**src/rtl/vector_issue_queue.sv**
```systemverilog
// Issue queue between the scalar core and the vector unit: an in-order FIFO
// that throttles vector memory ops by the number still in flight.
module vector_issue_queue #(
    parameter int DATA_FROM_SCALAR   = 96,
    parameter int DEPTH              = 4,
    parameter int MAX_MEM_OUTSTANDING = 2
) (
    input  logic                                       clk,
    input  logic                                       rst,
    input  logic                                       push_valid,
    input  logic [DATA_FROM_SCALAR-1:0]                push_data,
    output logic                                       push_ready,
    input  logic                                       flush,
    output logic                                       valid_fifo,
    output logic [DATA_FROM_SCALAR-1:0]                instruction,
    input  logic                                       ready,
    input  logic                                       mem_op_done,
    output logic [$clog2(DEPTH):0]                     occupancy,
    output logic [$clog2(MAX_MEM_OUTSTANDING):0]       mem_outstanding
);

    localparam int PTR_W = $clog2(DEPTH);
    localparam int OCC_W = PTR_W + 1;
    localparam int MO_W  = $clog2(MAX_MEM_OUTSTANDING) + 1;

    function automatic logic is_mem_op(input logic [DATA_FROM_SCALAR-1:0] pkt);
        return (pkt[6:0] == 7'b0000111) || (pkt[6:0] == 7'b0100111);
    endfunction

    logic [DATA_FROM_SCALAR-1:0] storage_r [DEPTH];
    logic [PTR_W-1:0]            head_r;
    logic [PTR_W-1:0]            tail_r;
    logic [OCC_W-1:0]            occ_r;
    logic [MO_W-1:0]             mem_out_r;

    logic [DATA_FROM_SCALAR-1:0] head_data_s;
    logic                        head_is_mem_s;
    logic                        mem_block_s;
    logic                        push_s;
    logic                        pop_s;
    logic                        mem_pop_s;
    logic                        mem_done_s;

    assign head_data_s   = storage_r[head_r];
    assign head_is_mem_s = is_mem_op(head_data_s);
    // Block uses the registered count, so a same-cycle completion only frees the head next cycle.
    assign mem_block_s   = head_is_mem_s && (mem_out_r == MO_W'(MAX_MEM_OUTSTANDING));

    assign push_ready      = (occ_r < OCC_W'(DEPTH));
    assign valid_fifo      = (occ_r != {OCC_W{1'b0}}) && !mem_block_s && !flush;
    assign instruction     = head_data_s;
    assign occupancy       = occ_r;
    assign mem_outstanding = mem_out_r;

    assign push_s     = push_valid && push_ready && !flush;
    assign pop_s      = valid_fifo && ready;
    assign mem_pop_s  = pop_s && head_is_mem_s;
    assign mem_done_s = mem_op_done && (mem_out_r != {MO_W{1'b0}});

    // Packet storage; contents are don't-care until written, so no reset.
    always_ff @(posedge clk) begin
        if (push_s) begin
            storage_r[tail_r] <= push_data;
        end
    end

    // Queue pointers and occupancy.
    always_ff @(posedge clk or negedge rst) begin
        if (!rst) begin
            head_r <= {PTR_W{1'b0}};
            tail_r <= {PTR_W{1'b0}};
            occ_r  <= {OCC_W{1'b0}};
        end else if (flush) begin
            head_r <= {PTR_W{1'b0}};
            tail_r <= {PTR_W{1'b0}};
            occ_r  <= {OCC_W{1'b0}};
        end else begin
            if (push_s) begin
                tail_r <= tail_r + PTR_W'(1);
            end
            if (pop_s) begin
                head_r <= head_r + PTR_W'(1);
            end
            case ({push_s, pop_s})
                2'b10:   occ_r <= occ_r + OCC_W'(1);
                2'b01:   occ_r <= occ_r - OCC_W'(1);
                default: occ_r <= occ_r;
            endcase
        end
    end

    // In-flight memory op counter; survives flush because issued ops still complete.
    always_ff @(posedge clk or negedge rst) begin
        if (!rst) begin
            mem_out_r <= {MO_W{1'b0}};
        end else begin
            case ({mem_pop_s, mem_done_s})
                2'b10:   mem_out_r <= mem_out_r + MO_W'(1);
                2'b01:   mem_out_r <= mem_out_r - MO_W'(1);
                default: mem_out_r <= mem_out_r;
            endcase
        end
    end

endmodule

```
**config.mk**
```make
export PLATFORM = sky130hd
export DESIGN_NAME = vector_issue_queue
export DESIGN_NICKNAME = d
export VERILOG_FILES = /design/src/rtl/vector_issue_queue.sv
export SDC_FILE = /design/constraint.sdc
export NUM_CORES = 1
export LEC_CHECK = 0
export ABC_AREA = 1
export CORE_ASPECT_RATIO = 1.25
export CORE_UTILIZATION = 25
export CTS_CLUSTER_DIAMETER = 80
export DETAILED_ROUTE_END_ITERATION = 10
export PLACE_DENSITY = 0.41
export SYNTH_ARGS = -nofsm -noshare
export SYNTH_HDL_FRONTEND = slang
export SYNTH_SLANG_ARGS = --single-unit
```
**constraint.sdc**
```tcl
create_clock -name clk -period 8.3 [get_ports clk]
set_input_delay 0.83 -clock clk [delete_from_list [all_inputs] [get_ports clk]]
set_output_delay 0.83 -clock clk [all_outputs]
set_load 0.1 [all_outputs]
```
==> results.yml, run 1 <==
worst_setup_path:
  crit_type: "flip-flop to output pin"
  timing.critical_path.to: "instruction[40]"
  element_type_at_the_critical_path_start: "flip-flop"
  regToRegEndpoint: "occupancy[2]"
  r2r_slack_ps: 4860
  critical_path.max_fanout: 129
  cp-startpoint: "head_r[0]"
  reg2reg_from: "head_r[1]"
  r2r_cells: 15
  data_required_time_at_the_worst_endpoint_ps: 7470
  end_kind: "output pin"
  arrival_ps: 4280
layout:
  postLayoutCoreUtil_pct: 32.6
  finalNonFillerCells: 2018
  layout-drive-gt1-share_pct: 6.90
  diodes: 0
  final_net_count: 1336
  leading_cell_type_in_the_layout_fill_and_taps_excluded: "sky130_fd_sc_hd__edfxtp_1"
  final_cell_mix: "384 x sky130_fd_sc_hd__edfxtp_1, 204 x sky130_fd_sc_hd__clkdlybuf4s50_1, 184 x sky130_fd_sc_hd__nor2_1, 184 x sky130_fd_sc_hd__o21ai_0, 90 x sky130_fd_sc_hd__o22ai_1"
  areaGrowthSynthToFinish_pct: 28.6
sta:
  final_period_minus_worst_setup_slack_ps: 5110
  drv_slew: 0
  timing.slew.headroom_pct: 27.6
  setup_violations: 0
  timing_worst_slew_pin_value_ps: 1080
  clock_skew_ps: 8.24
  min_period_over_period_pct: 61.5
  timing_hold_violations_final: 0
  rsz0062_at_grt: "no"
  min_hold_slack_ps: 572
  max_clock_freq_mhz: 196
  timing.setup.tns_ps: 0
cts:
  post_cts_hold_buffer_count: 0
  clock_sink_count: 393
  cts_tree: "built"
  cts_buffer_depth: 3
  ctsRootBufferMaster: "sky130_fd_sc_hd__clkbuf_16"
  htree_num_levels: 2
  clkLatencyLatePin_ps: 560
  ctsResizeCount: 0
  number_of_cts_inserted_buffers: 42
  cts_post_setup_buffers_inserted: 0
  clkSlewWorstSetupHoldPaths_ps: 60
drt:
  route.antenna.remaining_nets: 0
  drt_pass1_iterations: 4
  detail_route.drc_violations: 0
  postRouteWirelength_um: 37800
  post_drt_via_cell_ratio: 4.41
  drt_first_iter_violations: 410
  detailroute.via_count: 8904
  detail_route.wl_per_cell_um: 18.7
place:
  dp.final_hpwl_um: 20100
  gp_routability_congestion: 0.691
  port_buffer_cells: 204
  placedCellCount: 1941
global_routing:
  grt_start_max_net_pins: 130
  met2_usage_pct: 21.0
  antenna_found_initial: 0
  grt_overflow_total: 0
  via_count_of_the_first_global_routing_pass: 8921
  met1_track_demand_over_resource_pct: 16.3
  grt_first_pass_wirelength_um: 56100
  globalRouteMet3Util_pct: 2.26
  grt-busiest-layer: "met2"
  grt_util_all_layers_pct: 12.5
yosys:
  ys_async_sr_fraction_pct: 2.29
  synth_area_per_cell_um2: 14.4
  syn_inst: 1029
  mappedNetlistNets: 1137
  synth-warning-count: 0
  netlist-cell-type-count: 29
  count_of_state_elements_after_synthesis: 393
  post_synth_instance_area_um2: 14800
  ys.flop_type: "sky130_fd_sc_hd__edfxtp_1"
  yosysSeqAreaShare_pct: 79.6
  count_of_flip_flops_with_a_built_in_enable_after_synthesis: 384
worst_hold_path:
  hold-path-cell-count: 1
  min_from: "mem_outstanding[0]"
  hold_path_class: "flip-flop to flip-flop"
floorplanning:
  floorplan.die.width_um: 219
  coreArea_um2: 58300
  start_util_pct: 25.3
  pin_count: 205
  dieHeight_um: 274
  design.die.area_um2: 60100
  fp_rows: 99
pwr:
  p_total_mw: 6.96
  vdd_ir_drop_max_uv: 303
  p_per_area_nw_per_um2: 366
  leakagePower_nw: 6.21
job:
  drv.max_cap_violation_count: 0
status:
  result_of_the_run: "complete, no violations"
## how the worst min path moves through the flow
stage,end
6_report,mem_outstanding[0]
5_1_grt,mem_outstanding[0]
4_1_cts,mem_outstanding[0]
3_5_place_dp,mem_outstanding[0]
3_3_place_gp,mem_outstanding[0]
2_1_floorplan,head_r[0]
## per-stage QoR
step	worst slack [ps]	cell area [um2]
6_report	3190	19000
5_1_grt	2880	19000
4_1_cts	3040	19000
3_5_place_dp	3660	17700
3_3_place_gp	3720	17700
2_1_floorplan	2350	14800
## final cells by class
class	count	area, um2
fillers	5731	39300
flip-flops and latches	393	11800
multi-input cells	546	2700
repair buffers	218	2150
clock buffers	51	1150
well taps	757	947
clock inverters	26	195
inverters	27	106
## state kept, by name, indices dropped and copies added, names as in the netlist
name,cells
storage_r,384
mem_outstanding,2
head_r,2
occupancy,3
tail_r,2
## routing by layer
layer  part of all wire, %  wire length (um)  vias to the layer above
met5                     0                 0                        -
met4                   2.2               831                        0
met2                    49             18500                      167
met1                    45             17000                     4454
met3                   3.6              1370                       53
li1                      -                 -                     4230
## cell usage after synthesis, types with 3 or more instances
cell type                  number  share of area (%)
sky130_fd_sc_hd__ha_1           5               0.42
sky130_fd_sc_hd__nor3_1         3               0.10
sky130_fd_sc_hd__a21oi_1        3               0.10
sky130_fd_sc_hd__dfrtp_1        9                1.5
sky130_fd_sc_hd__nor2_1       188                4.8
sky130_fd_sc_hd__buf_1          4               0.10
sky130_fd_sc_hd__buf_2          3               0.10
sky130_fd_sc_hd__inv_1         25               0.64
sky130_fd_sc_hd__clkbuf_1      54                1.4
sky130_fd_sc_hd__nand3_1       15               0.51
sky130_fd_sc_hd__edfxtp_1     384                 78
sky130_fd_sc_hd__nand2_1       44                1.1
sky130_fd_sc_hd__o22ai_1       90                3.8
sky130_fd_sc_hd__o21ai_0      184                6.2
## cell families after synthesis
logic type / Yosys count / share of synthesized area [%]
compound gates: 281 / 10.4
simple gates: 256 / 6.94
buf+inv: 90 / 2.39
xor+xnor: 3 / 0.178
fa+ha+maj: 6 / 0.559
flops: 393 / 79.6
## worst max-delay path, stage by stage (launching register included)
cell and delay, ps:
sky130_fd_sc_hd__dfrtp_4 640, sky130_fd_sc_hd__inv_6 710, sky130_fd_sc_hd__buf_4 710, sky130_fd_sc_hd__o21ai_0 190, sky130_fd_sc_hd__o22ai_1 210, sky130_fd_sc_hd__clkdlybuf4s50_1 1180
## where the power goes
part,switching (mW),internal [mW]
clock,0.764,1.07
sequential,0.0630,2.31
combinational,2.19,0.562
total,3.01,3.95
Power figures use the tool's default switching activity.
==> inputs of run 2 (changes only) <==
==> constraint.sdc (replaced) <==
create_clock -name clk -period 5.2 [get_ports clk]
set_input_delay 0.52 -clock clk [delete_from_list [all_inputs] [get_ports clk]]
set_output_delay 0.52 -clock clk [all_outputs]
set_load 0.1 [all_outputs]
==> run 2 against run 1 <==
Critical path depth unchanged. Sequential share of layout area increased by 0.57 points. Critical path type unchanged. Die area unchanged. Final area decreased by 0.91%. Clock power increased by 65%. Cell count about the same. Clock skew increased by 9.5 ps. Clock-buffer cell count increased by 1.
==> results.yml, run 2 (synthesis gave the netlist of run 1 again) <==
worst_setup_path:
  arrival_ps: 3560
  end_kind: "output pin"
  element_type_at_the_critical_path_start: "flip-flop"
  data_required_time_at_the_worst_endpoint_ps: 4680
  worstPathBufferInverterCount: 3
  crit_type: "flip-flop to output pin"
  critPathTopFamily: "buffers and inverters"
  critical_path.max_fanout: 119
  slowest_stage: "sky130_fd_sc_hd__buf_4"
  slowest_delay_ps: 770
  timing.critical_path.mode_cell: "sky130_fd_sc_hd__buf_4"
  crit_chain: "inv_6 > buf_4 > o21ai_0 > o22ai_1 > buf_4"
place:
  port_buffer_cells: 204
  dp.final_hpwl_um: 20100
  gp_routability_congestion: 0.704
  placed_cell_area_um2: 17400
floorplanning:
  pin_count: 205
  start_util_pct: 25.3
  design.die.area_um2: 60100
  fp_rows: 99
  coreArea_um2: 58300
  floorplan.die.width_um: 219
  dieHeight_um: 274
drt:
  postRouteWirelength_um: 37700
  detail_route.drc_violations: 0
  detailroute.via_count: 8956
  route.antenna.remaining_nets: 0
  drt_first_iter_violations: 420
  post_drt_via_cell_ratio: 4.44
  drt_pass1_iterations: 6
  detail_route.wl_per_cell_um: 18.7
global_routing:
  via_count_of_the_first_global_routing_pass: 8992
  grt_first_pass_wirelength_um: 56800
  grt_overflow_total: 0
  grt_start_max_net_pins: 120
  grt_util_all_layers_pct: 12.6
  antenna_found_initial: 1
cts:
  clock_sink_count: 393
  ctsResizeCount: 0
  cts_post_setup_buffers_inserted: 0
  clkSlewWorstSetupHoldPaths_ps: 60
  htree_num_levels: 2
  post_cts_hold_buffer_count: 0
  ctsRootBufferMaster: "sky130_fd_sc_hd__clkbuf_16"
  number_of_cts_inserted_buffers: 43
  cts_tree: "built"
  cts_buffer_depth: 3
  clkLatencyLatePin_ps: 550
sta:
  timing_hold_violations_final: 0
  final_period_minus_worst_setup_slack_ps: 4080
  min_period_over_period_pct: 78.4
  timing_worst_slew_pin_value_ps: 965
  timing.setup.tns_ps: 0
  max_clock_freq_mhz: 245
  rsz0062_at_grt: "no"
  clock_skew_ps: 17.7
  drv_slew: 0
  timing.slew.headroom_pct: 35.5
  setup_violations: 0
pwr:
  vdd_ir_drop_max_uv: 538
  leakagePower_nw: 6.30
  p_per_area_nw_per_um2: 590
layout:
  number_of_flip_flops_in_the_largest_register: 384
  layout-drive-gt1-share_pct: 14.1
  fin_area_um2: 18800
  areaGrowthSynthToFinish_pct: 27.5
  leading_cell_type_in_the_layout_fill_and_taps_excluded: "sky130_fd_sc_hd__edfxtp_1"
  final_net_count: 1336
  registers.top_by_ff_count: "storage_r"
  final_cell_mix: "384 x sky130_fd_sc_hd__edfxtp_1, 184 x sky130_fd_sc_hd__nor2_1, 184 x sky130_fd_sc_hd__o21ai_0, 111 x sky130_fd_sc_hd__clkdlybuf4s50_1, 105 x sky130_fd_sc_hd__buf_4"
job:
  drv.max_cap_violation_count: 0
status:
  result_of_the_run: "complete, no violations"
worst_hold_path:
  hold_path_class: "input port to asynchronous set/reset pin"
==> run 2: cell types whose count changed in the layout (fill, tap and decap cells not counted) <==
cell                              previous run  this run
sky130_fd_sc_hd__clkdlybuf4s50_1           204       111
sky130_fd_sc_hd__clkinv_1                   12        11
sky130_fd_sc_hd__bufinv_16                   3         5
sky130_fd_sc_hd__clkinv_2                    9         4
sky130_fd_sc_hd__buf_12                      0         1
sky130_fd_sc_hd__clkbuf_1                    6         7
sky130_fd_sc_hd__clkinv_4                    0         1
sky130_fd_sc_hd__buf_4                      14       105
sky130_fd_sc_hd__inv_6                       1         2
sky130_fd_sc_hd__diode_2                     0         1
==> run 2: final cells by class <==
type                    instances  area [um2]
fillers                      5801       39500
flip-flops and latches        393       11800
multi-input cells             546        2700
repair buffers                217        1920
clock buffers                  52        1150
well taps                     757         947
clock inverters                24         244
inverters                      27         106
diodes                          1        2.50
==> run 2: metrics by stage <==
| step | power (mW) | cells | utilization, % | hold WS, ps | setup slack [ps] |
|---|---|---|---|---|---|
| floorplan | 7.15 | 1029 | - | 224 | -753 |
| global placement | 8.20 | 1940 | 29.9 | 553 | 1570 |
| detailed placement | 8.22 | 1940 | 29.9 | 558 | 1510 |
| CTS | 11.3 | 2016 | 32.3 | 269 | 889 |
| global route | 11.6 | 2016 | 32.3 | 298 | 733 |
| finish | 11.1 | 2017 | 32.3 | 287 | 1120 |
==> run 2: power breakdown <==
part           switching, mW  total (mW)  internal (mW)
registers              0.123        3.81           3.69
clock network           1.22        3.04           1.82
logic                   3.47        4.26          0.791
total                   4.82        11.1           6.30
==> run 2: per-layer routing <==
metal	up-vias	global-route usage, %	wire (um)	part of all wire [%]
met3	55	2.74	1840	4.9
met2	183	20.7	18300	48
li1	4233	-	-	-
met5	-	0	0	0
met4	0	4.22	897	2.4
met1	4485	16.2	16700	44
==> run 2: final timing paths <==
check	from	end	slack, ps	depth (start not counted)
worst min-delay path	rst	occupancy[2]	290	1
min in group clk	mem_outstanding[0]	mem_outstanding[0]	570	1
worst min register to register	mem_outstanding[0]	mem_outstanding[0]	570	1
worst max register to register	head_r[0]	mem_outstanding[1]	1850	14
worst max-delay path	head_r[0]	instruction[69]	1120	5
max in group asynchronous	rst	head_r[0]	4560	1
